`config.mk`:
```
export PLATFORM = sky130hd
export DESIGN_NAME = modport_arbiter
export DESIGN_NICKNAME = d
export VERILOG_FILES = /design/src/rtl/arbi_pkg.sv /design/src/rtl/arbi_pick.sv /design/src/rtl/modport_arbiter.sv
export SDC_FILE = /design/constraint.sdc
export NUM_CORES = 1
export LEC_CHECK = 0
export CELL_PAD_IN_SITES_DETAIL_PLACEMENT = 0
export CELL_PAD_IN_SITES_GLOBAL_PLACEMENT = 1
export CORE_ASPECT_RATIO = 1.1
export CORE_MARGIN = 3
export CORE_UTILIZATION = 22
export CTS_CLUSTER_DIAMETER = 120
export DETAILED_ROUTE_END_ITERATION = 16
export GPL_ROUTABILITY_DRIVEN = 0
export PLACE_DENSITY = 0.75
export SYNTH_ARGS = -nofsm -noshare
export SYNTH_HDL_FRONTEND = slang
export SYNTH_SLANG_ARGS = --single-unit
export TNS_END_PERCENT = 5
```
`constraint.sdc`:
```
create_clock -name clk -period 0.9 [get_ports clk]
set_input_delay 0.18 -clock clk [delete_from_list [all_inputs] [get_ports clk]]
set_output_delay 0.18 -clock clk [all_outputs]
set_load 0.005 [all_outputs]
```
`src/rtl/arbi_pkg.sv`:
```
// Shared types and constants for the two-master arbiter.
// The ARBI_ROUND_ROBIN_EN macro selects the contention policy inside arbi_pick.
package arbi_pkg;

    localparam int ARBI_DATA_WIDTH = 32;

    typedef enum logic [1:0] {
        GNT_NONE,
        GNT_0,
        GNT_1
    } grant_sel_e;

    // Pointer starts at master 1 so master 0 wins the first contention.
    localparam logic LAST_GNT_RST = 1'b1;

endpackage

```
`src/rtl/arbi_pick.sv`:
```
// Combinational grant decision for two requesters.
// ARBI_ROUND_ROBIN_EN defined: round-robin on contention; undefined: master 0 wins.
import arbi_pkg::*;

module arbi_pick (
    input  logic       req_0,
    input  logic       req_1,
    input  logic       last_gnt,
    output grant_sel_e sel
);

`ifndef ARBI_ROUND_ROBIN_EN
    // The pointer is still tracked by the top level but does not steer fixed priority.
    logic unused_last_gnt;
    assign unused_last_gnt = last_gnt;
`endif

    always_comb begin
        sel = GNT_NONE;
        if (req_0 && req_1) begin
`ifdef ARBI_ROUND_ROBIN_EN
            sel = last_gnt ? GNT_0 : GNT_1;
`else
            sel = GNT_0;
`endif
        end else if (req_0) begin
            sel = GNT_0;
        end else if (req_1) begin
            sel = GNT_1;
        end
    end

endmodule

```
`src/rtl/modport_arbiter.sv`:
```
// Two-master arbiter: registered grants, registered data of the winner, priority pointer.
// Contention policy is chosen by ARBI_ROUND_ROBIN_EN (see arbi_pick).
import arbi_pkg::*;

module modport_arbiter #(
    parameter int DATA_WIDTH = ARBI_DATA_WIDTH
) (
    input  logic                  clk,
    input  logic                  reset,
    input  logic                  req_0,
    input  logic [DATA_WIDTH-1:0] data_in0,
    input  logic                  req_1,
    input  logic [DATA_WIDTH-1:0] data_in1,
    output logic                  grant_0,
    output logic                  grant_1,
    output logic [DATA_WIDTH-1:0] arb_out
);

    grant_sel_e            sel;
    logic                  grant_0_reg;
    logic                  grant_1_reg;
    logic [DATA_WIDTH-1:0] arb_out_reg;
    logic                  last_gnt_reg;

    arbi_pick u_pick (
        .req_0    (req_0),
        .req_1    (req_1),
        .last_gnt (last_gnt_reg),
        .sel      (sel)
    );

    always_ff @(posedge clk) begin
        if (reset) begin
            grant_0_reg  <= 1'b0;
            grant_1_reg  <= 1'b0;
            arb_out_reg  <= '0;
            last_gnt_reg <= LAST_GNT_RST;
        end else begin
            case (sel)
                GNT_0: begin
                    grant_0_reg  <= 1'b1;
                    grant_1_reg  <= 1'b0;
                    arb_out_reg  <= data_in0;
                    last_gnt_reg <= 1'b0;
                end
                GNT_1: begin
                    grant_0_reg  <= 1'b0;
                    grant_1_reg  <= 1'b1;
                    arb_out_reg  <= data_in1;
                    last_gnt_reg <= 1'b1;
                end
                default: begin
                    // Idle cycle: pointer holds its value.
                    grant_0_reg  <= 1'b0;
                    grant_1_reg  <= 1'b0;
                    arb_out_reg  <= '0;
                end
            endcase
        end
    end

    assign grant_0 = grant_0_reg;
    assign grant_1 = grant_1_reg;
    assign arb_out = arb_out_reg;

endmodule

```
==> results.py, run 1 <==
metrics = {
    "timing": {
        "worst_slew_pin_slew_ns": 0.158,
        "slew_violations": 0,
        "max_slew_margin_pct": 89.4,
        "hold_viol_final": 0,
        "finalCritPeriodShare_pct": 98.8,
        "period_minus_slack_ns": 0.889,
        "rsz0062_at_grt": "true",
        "holdWs_ns": 0.327,
        "max_freq_mhz": 1120,
        "setup_viol": 0,
    },
    "floorplanning": {
        "die_area_mm2": 0.00689,
        "start_util_pct": 23.4,
        "die_w_um": 79.4,
        "die_y_um": 86.8,
        "core_area_mm2": 0.00557,
        "num_rows": 28,
        "pin_count": 102,
    },
    "critical_path": {
        "cp_top_family": "flip-flops",
        "cpMaxStageDelayCell": "dfxtp_2",
        "crit_required_ns": 0.72,
        "worstSetupPathType": "reg2out",
        "crit_chain": "buf_6",
        "cp.buffers_inverters": 1,
        "startpoint_type": "flop",
        "cp.arrival_ns": 0.71,
        "cp_slowest_stage_delay_ns": 0.32,
        "crit_path_max_fanout": 1,
        "end_kind": "output pin",
    },
    "routing": {
        "drc": 0,
        "drtAntennaViolNets": 0,
        "wl_per_cell_um": 12.2,
        "drt-total-wl_um": 3930,
        "num_vias": 1343,
        "vias_per_cell": 4.18,
        "initialDrtViolationCount": 22,
        "drt-pass1-iter-count": 4,
    },
    "power": {
        "p_total_mw": 3.41,
        "peakVddDrop_uv": 786,
        "power_density_mw_per_mm2": 1450,
        "p_leak_nw": 0.979,
    },
    "flow_run": {
        "drv_cap": 0,
    },
    "clock_network": {
        "postCtsSetupBuffers": 0,
        "cts-root-buf": "clkbuf_8",
        "cts_buffer_depth": 2,
        "clock-sinks": 34,
        "htree_num_levels": 2,
        "cts_tree": "done",
        "cts_made_buffers": 5,
        "clk_pin_slew_ns": 0.07,
    },
    "final_layout": {
        "mostFrequentLayoutCell": "clkdlybuf4s50_1",
        "largest_reg_flops": 32,
        "fin_util_pct": 42.3,
        "final_cells": 321,
        "seq_area_um2": 687,
        "num-fill-cells": 567,
        "n_antenna_cell": 0,
        "finalNetCount": 313,
        "drive_above_1_share_pct": 21.1,
        "final_cell_mix": "65 x clkdlybuf4s50_1, 32 x nand2_1, 32 x nand3b_1, 32 x a21oi_1, 31 x buf_2",
        "area_growth_pct": 80.3,
        "fin_area_mm2": 0.00235,
        "multi_input_area_um2": 534,
    },
    "logic_synthesis": {
        "synth_area_mm2": 0.00131,
        "synth_adder_area_share_pct": 0,
        "synth_mux_area_share_pct": 0,
        "synth_top_family_by_area": "simple AND/OR/NAND/NOR gates",
        "synth_compound_area_share_pct": 12.3,
        "synth.distinct_cells": 10,
        "synth_seq_cells": 34,
        "yosys_warnings": 0,
        "yosys.area_share.simple_pct": 28.7,
        "syn_nets": 215,
        "postSynthAreaPerCell_um2": 8.88,
        "yosysSeqAreaShare_pct": 52.2,
        "synth_xor_area_share_pct": 0,
        "syn_inst": 147,
    },
    "placed_design": {
        "io_buffers": 101,
        "placed_cells": 313,
        "postPlaceCellArea_mm2": 0.00240,
        "dp_hpwl_um": 2780,
    },
    "grt": {
        "grt_usage_pct": 11.4,
        "globalRoute.totalOverflow": 0,
        "grt_pass1_wl_um": 6090,
        "grt_max_degree": 35,
        "first_global_vias": 1287,
        "antenna_found_initial": 0,
    },
    "outcome": {
        "outcome": "complete, no violations",
    },
    "min_path": {
        "hp-class": "in2reg",
    },
}
==> routing by layer <==
layer | GRT usage, % | up-vias | wire [um]
li1 | - | 689 | -
met4 | 4.22 | 0 | 51
met1 | 11.9 | 585 | 1580
met5 | 0 | - | 0
met3 | 5.72 | 6 | 433
met2 | 19.5 | 63 | 1860
==> worst min-delay path, cell delays in order <==
cell     delay, ns
buf_2         0.15
buf_12        0.16
nor3b_1       0.06
==> worst paths after layout <==
check | start | endpoint | slack, ns | cells after the start
min | req_0 | grant_1 | 0.33 | 3
max | arb_out[31] | arb_out[31] | 0.01 | 1
==> final cells by class <==
type                            instances  share of cell area [%]
Clock buffer                            7                    3.67
Clock inverter                          1                   0.213
Multi-Input combinational cell         98                    22.7
Sequential cell                        34                    29.2
Tap cell                               75                    3.99
Timing Repair Buffer                  106                    40.2
==> cell usage after synthesis <==
cell type / count / area [um^2]
nand2_1: 32 / 120
buf_2: 6 / 30.0
buf_6: 2 / 22.5
dfxtp_1: 34 / 681
nand3b_1: 32 / 240
nor3b_1: 1 / 7.51
nor2b_1: 1 / 6.26
clkbuf_1: 4 / 15.0
buf_4: 3 / 22.5
a21oi_1: 32 / 160
==> logic make-up after synthesis <==
family / count (synthesis)
compound gates: 32
simple gates: 66
buf+inv: 15
flops: 34
==> report_power, final <==
group	switching, mW	internal, mW	leakage (nW)
Combinational	0.218	0.427	0.648
Clock	0.540	0.617	0.0482
Sequential	0.0180	1.59	0.283
==> what timing repair did <==
item	in CTS	in global routing
gates resized for setup	140	6
hold buffers	0	0
endpoints found under the hold margin	0	0
pin swaps	0	0
setup endpoints to repair	36	20
==> metrics by stage <==
stage                     setup slack, ns  setup TNS [ns]
after floorplan                     0.140               0
after global placement             -0.291          -11.52
after detailed placement           -0.308          -11.82
after CTS                        -0.00667         -0.0181
after global routing              -0.0281          -0.237
final                              0.0110               0
Power figures use the tool's default switching activity.
==> run 2, diff against run 1 <==
--- a/config.mk
+++ b/config.mk
@@ -5,15 +5,16 @@
 export SDC_FILE = /design/constraint.sdc
 export NUM_CORES = 1
 export LEC_CHECK = 0
+export CAP_MARGIN = 10
 export CELL_PAD_IN_SITES_DETAIL_PLACEMENT = 0
 export CELL_PAD_IN_SITES_GLOBAL_PLACEMENT = 1
-export CORE_ASPECT_RATIO = 1.1
 export CORE_MARGIN = 3
-export CORE_UTILIZATION = 22
+export CORE_UTILIZATION = 23
+export CTS_BUF_LIST = sky130_fd_sc_hd__clkbuf_4
 export CTS_CLUSTER_DIAMETER = 120
 export DETAILED_ROUTE_END_ITERATION = 16
 export GPL_ROUTABILITY_DRIVEN = 0
-export PLACE_DENSITY = 0.75
+export PLACE_DENSITY = 0.78
 export SYNTH_ARGS = -nofsm -noshare
 export SYNTH_HDL_FRONTEND = slang
 export SYNTH_SLANG_ARGS = --single-unit
==> run 2 against run 1 <==
The flow now finishes with violations (negative setup slack). Final cell count down 1.9%. Sequential power barely moved. Via count decreased by 0.15%. Total power shrank 10%.
==> results.py, run 2 (same netlist as run 1, synthesis figures left out) <==
metrics = {
    "power": {
        "p_comb_share_pct": 20.9,
        "p_leak_nw": 0.958,
        "p_switching_uw": 728,
        "p_int_mw": 2.34,
        "sequentialPowerShare_pct": 52.5,
        "peakVddDrop_uv": 490,
        "p_total_mw": 3.06,
        "clkPwrFrac_pct": 26.6,
        "swShare_pct": 23.8,
        "power_density_mw_per_mm2": 1330,
    },
    "floorplanning": {
        "die_y_um": 81.3,
        "die_w_um": 81.3,
        "num_rows": 26,
        "die_area_mm2": 0.00661,
        "core_area_mm2": 0.00530,
        "start_util_pct": 24.6,
        "pin_count": 102,
    },
    "timing": {
        "hold_viol_final": 0,
        "max_freq_mhz": 1060,
        "rsz0062_at_grt": "true",
        "finalCritPeriodShare_pct": 105,
        "period_minus_slack_ns": 0.948,
        "setup_viol": 34,
        "slew_violations": 0,
        "worst_slew_pin_slew_ns": 0.162,
        "holdWs_ns": 0.282,
        "setup_slack_ns": -0.0477,
        "max_slew_margin_pct": 89.2,
    },
    "clock_network": {
        "cts-root-buf": "clkbuf_4",
        "postCtsSetupBuffers": 0,
        "cts_buffer_depth": 2,
        "cts_tree": "done",
        "clock-sinks": 34,
        "htree_num_levels": 2,
        "cts_made_buffers": 5,
        "clk_pin_slew_ns": 0.10,
        "postCtsHoldBufs": 0,
    },
    "placed_design": {
        "dp_hpwl_um": 2760,
        "placed_cells": 307,
        "io_buffers": 101,
    },
    "min_path": {
        "hp-class": "in2reg",
    },
    "final_layout": {
        "fin_util_pct": 43.3,
        "drive_above_1_share_pct": 20.8,
        "largest_reg_flops": 32,
        "seq_area_um2": 687,
        "final_cells": 315,
        "finalNetCount": 312,
        "n_antenna_cell": 0,
        "num-fill-cells": 565,
        "area_growth_pct": 75.9,
        "mostFrequentLayoutCell": "clkdlybuf4s50_1",
        "multi_input_area_um2": 534,
        "final_cell_mix": "65 x clkdlybuf4s50_1, 32 x nand2_1, 32 x nand3b_1, 32 x a21oi_1, 32 x buf_2",
    },
    "critical_path": {
        "cpMaxStageDelayCell": "dfxtp_2",
        "cp.arrival_ns": 0.77,
        "cp_top_family": "flip-flops",
        "end_kind": "output pin",
        "cp_slowest_stage_delay_ns": 0.33,
        "crit_required_ns": 0.72,
        "crit_chain": "buf_2",
        "worstSetupPathType": "reg2out",
        "crit_path_max_fanout": 1,
        "cp.buffers_inverters": 1,
        "startpoint_type": "flop",
    },
    "routing": {
        "drt-total-wl_um": 3940,
        "num_vias": 1341,
        "drc": 0,
        "vias_per_cell": 4.26,
        "initialDrtViolationCount": 27,
        "drtAntennaViolNets": 0,
        "drt-pass1-iter-count": 4,
        "wl_per_cell_um": 12.5,
    },
    "grt": {
        "antenna_found_initial": 0,
        "first_global_vias": 1264,
        "grt_usage_pct": 11.8,
        "globalRoute.totalOverflow": 0,
        "grt_max_degree": 36,
        "grt_pass1_wl_um": 5930,
    },
    "outcome": {
        "violations": "negative setup slack",
        "outcome": "finished with violations",
    },
    "flow_run": {
        "drv_cap": 0,
    },
}
==> run 2: final timing paths <==
check  slack (ns)  startpoint  cells past startpoint         end
min          0.28       req_0                      3     grant_1
max         -0.05  arb_out[9]                      1  arb_out[9]
==> run 2: layout make-up <==
cell class | count | area share [%]
tap | 70 | 3.81
multi-input combinational | 98 | 23.3
clock inverter | 2 | 0.381
sequential | 34 | 29.9
clock buffer | 6 | 1.96
timing repair buffer | 105 | 40.7
==> run 2: power groups by stage <==
stage	Clock [mW]	Combinational (mW)	Sequential (mW)
final	0.814	0.640	1.61
after global routing	0.935	0.696	1.62
after CTS	0.861	0.646	1.61
after detailed placement	0	0.720	1.65
after global placement	0	0.716	1.64
after floorplan	0	0.200	1.66
==> run 2: what timing repair did <==
item / in CTS / in global routing
pin swaps: 0 / 0
setup endpoints to repair: 36 / 34
resized for setup: 141 / 4
==> run 2: layer usage <==
| metal | up-vias | GRT usage (%) | wire length [um] |
|---|---|---|---|
| met5 | - | 0 | 0 |
| met4 | 0 | 3.55 | 13 |
| met3 | 2 | 6.32 | 510 |
| met2 | 62 | 20.4 | 1850 |
| met1 | 588 | 12.3 | 1560 |
| li1 | 689 | - | - |
==> run 2: stage by stage <==
step,instance area [um^2],setup WS [ns],setup TNS [ns]
detailed placement,2390,-0.356,-13.26
CTS,2280,-0.0742,-1.91
global route,2300,-0.106,-2.87
floorplan,1310,0.140,0
global placement,2390,-0.296,-11.74
finish,2300,-0.0477,-0.982
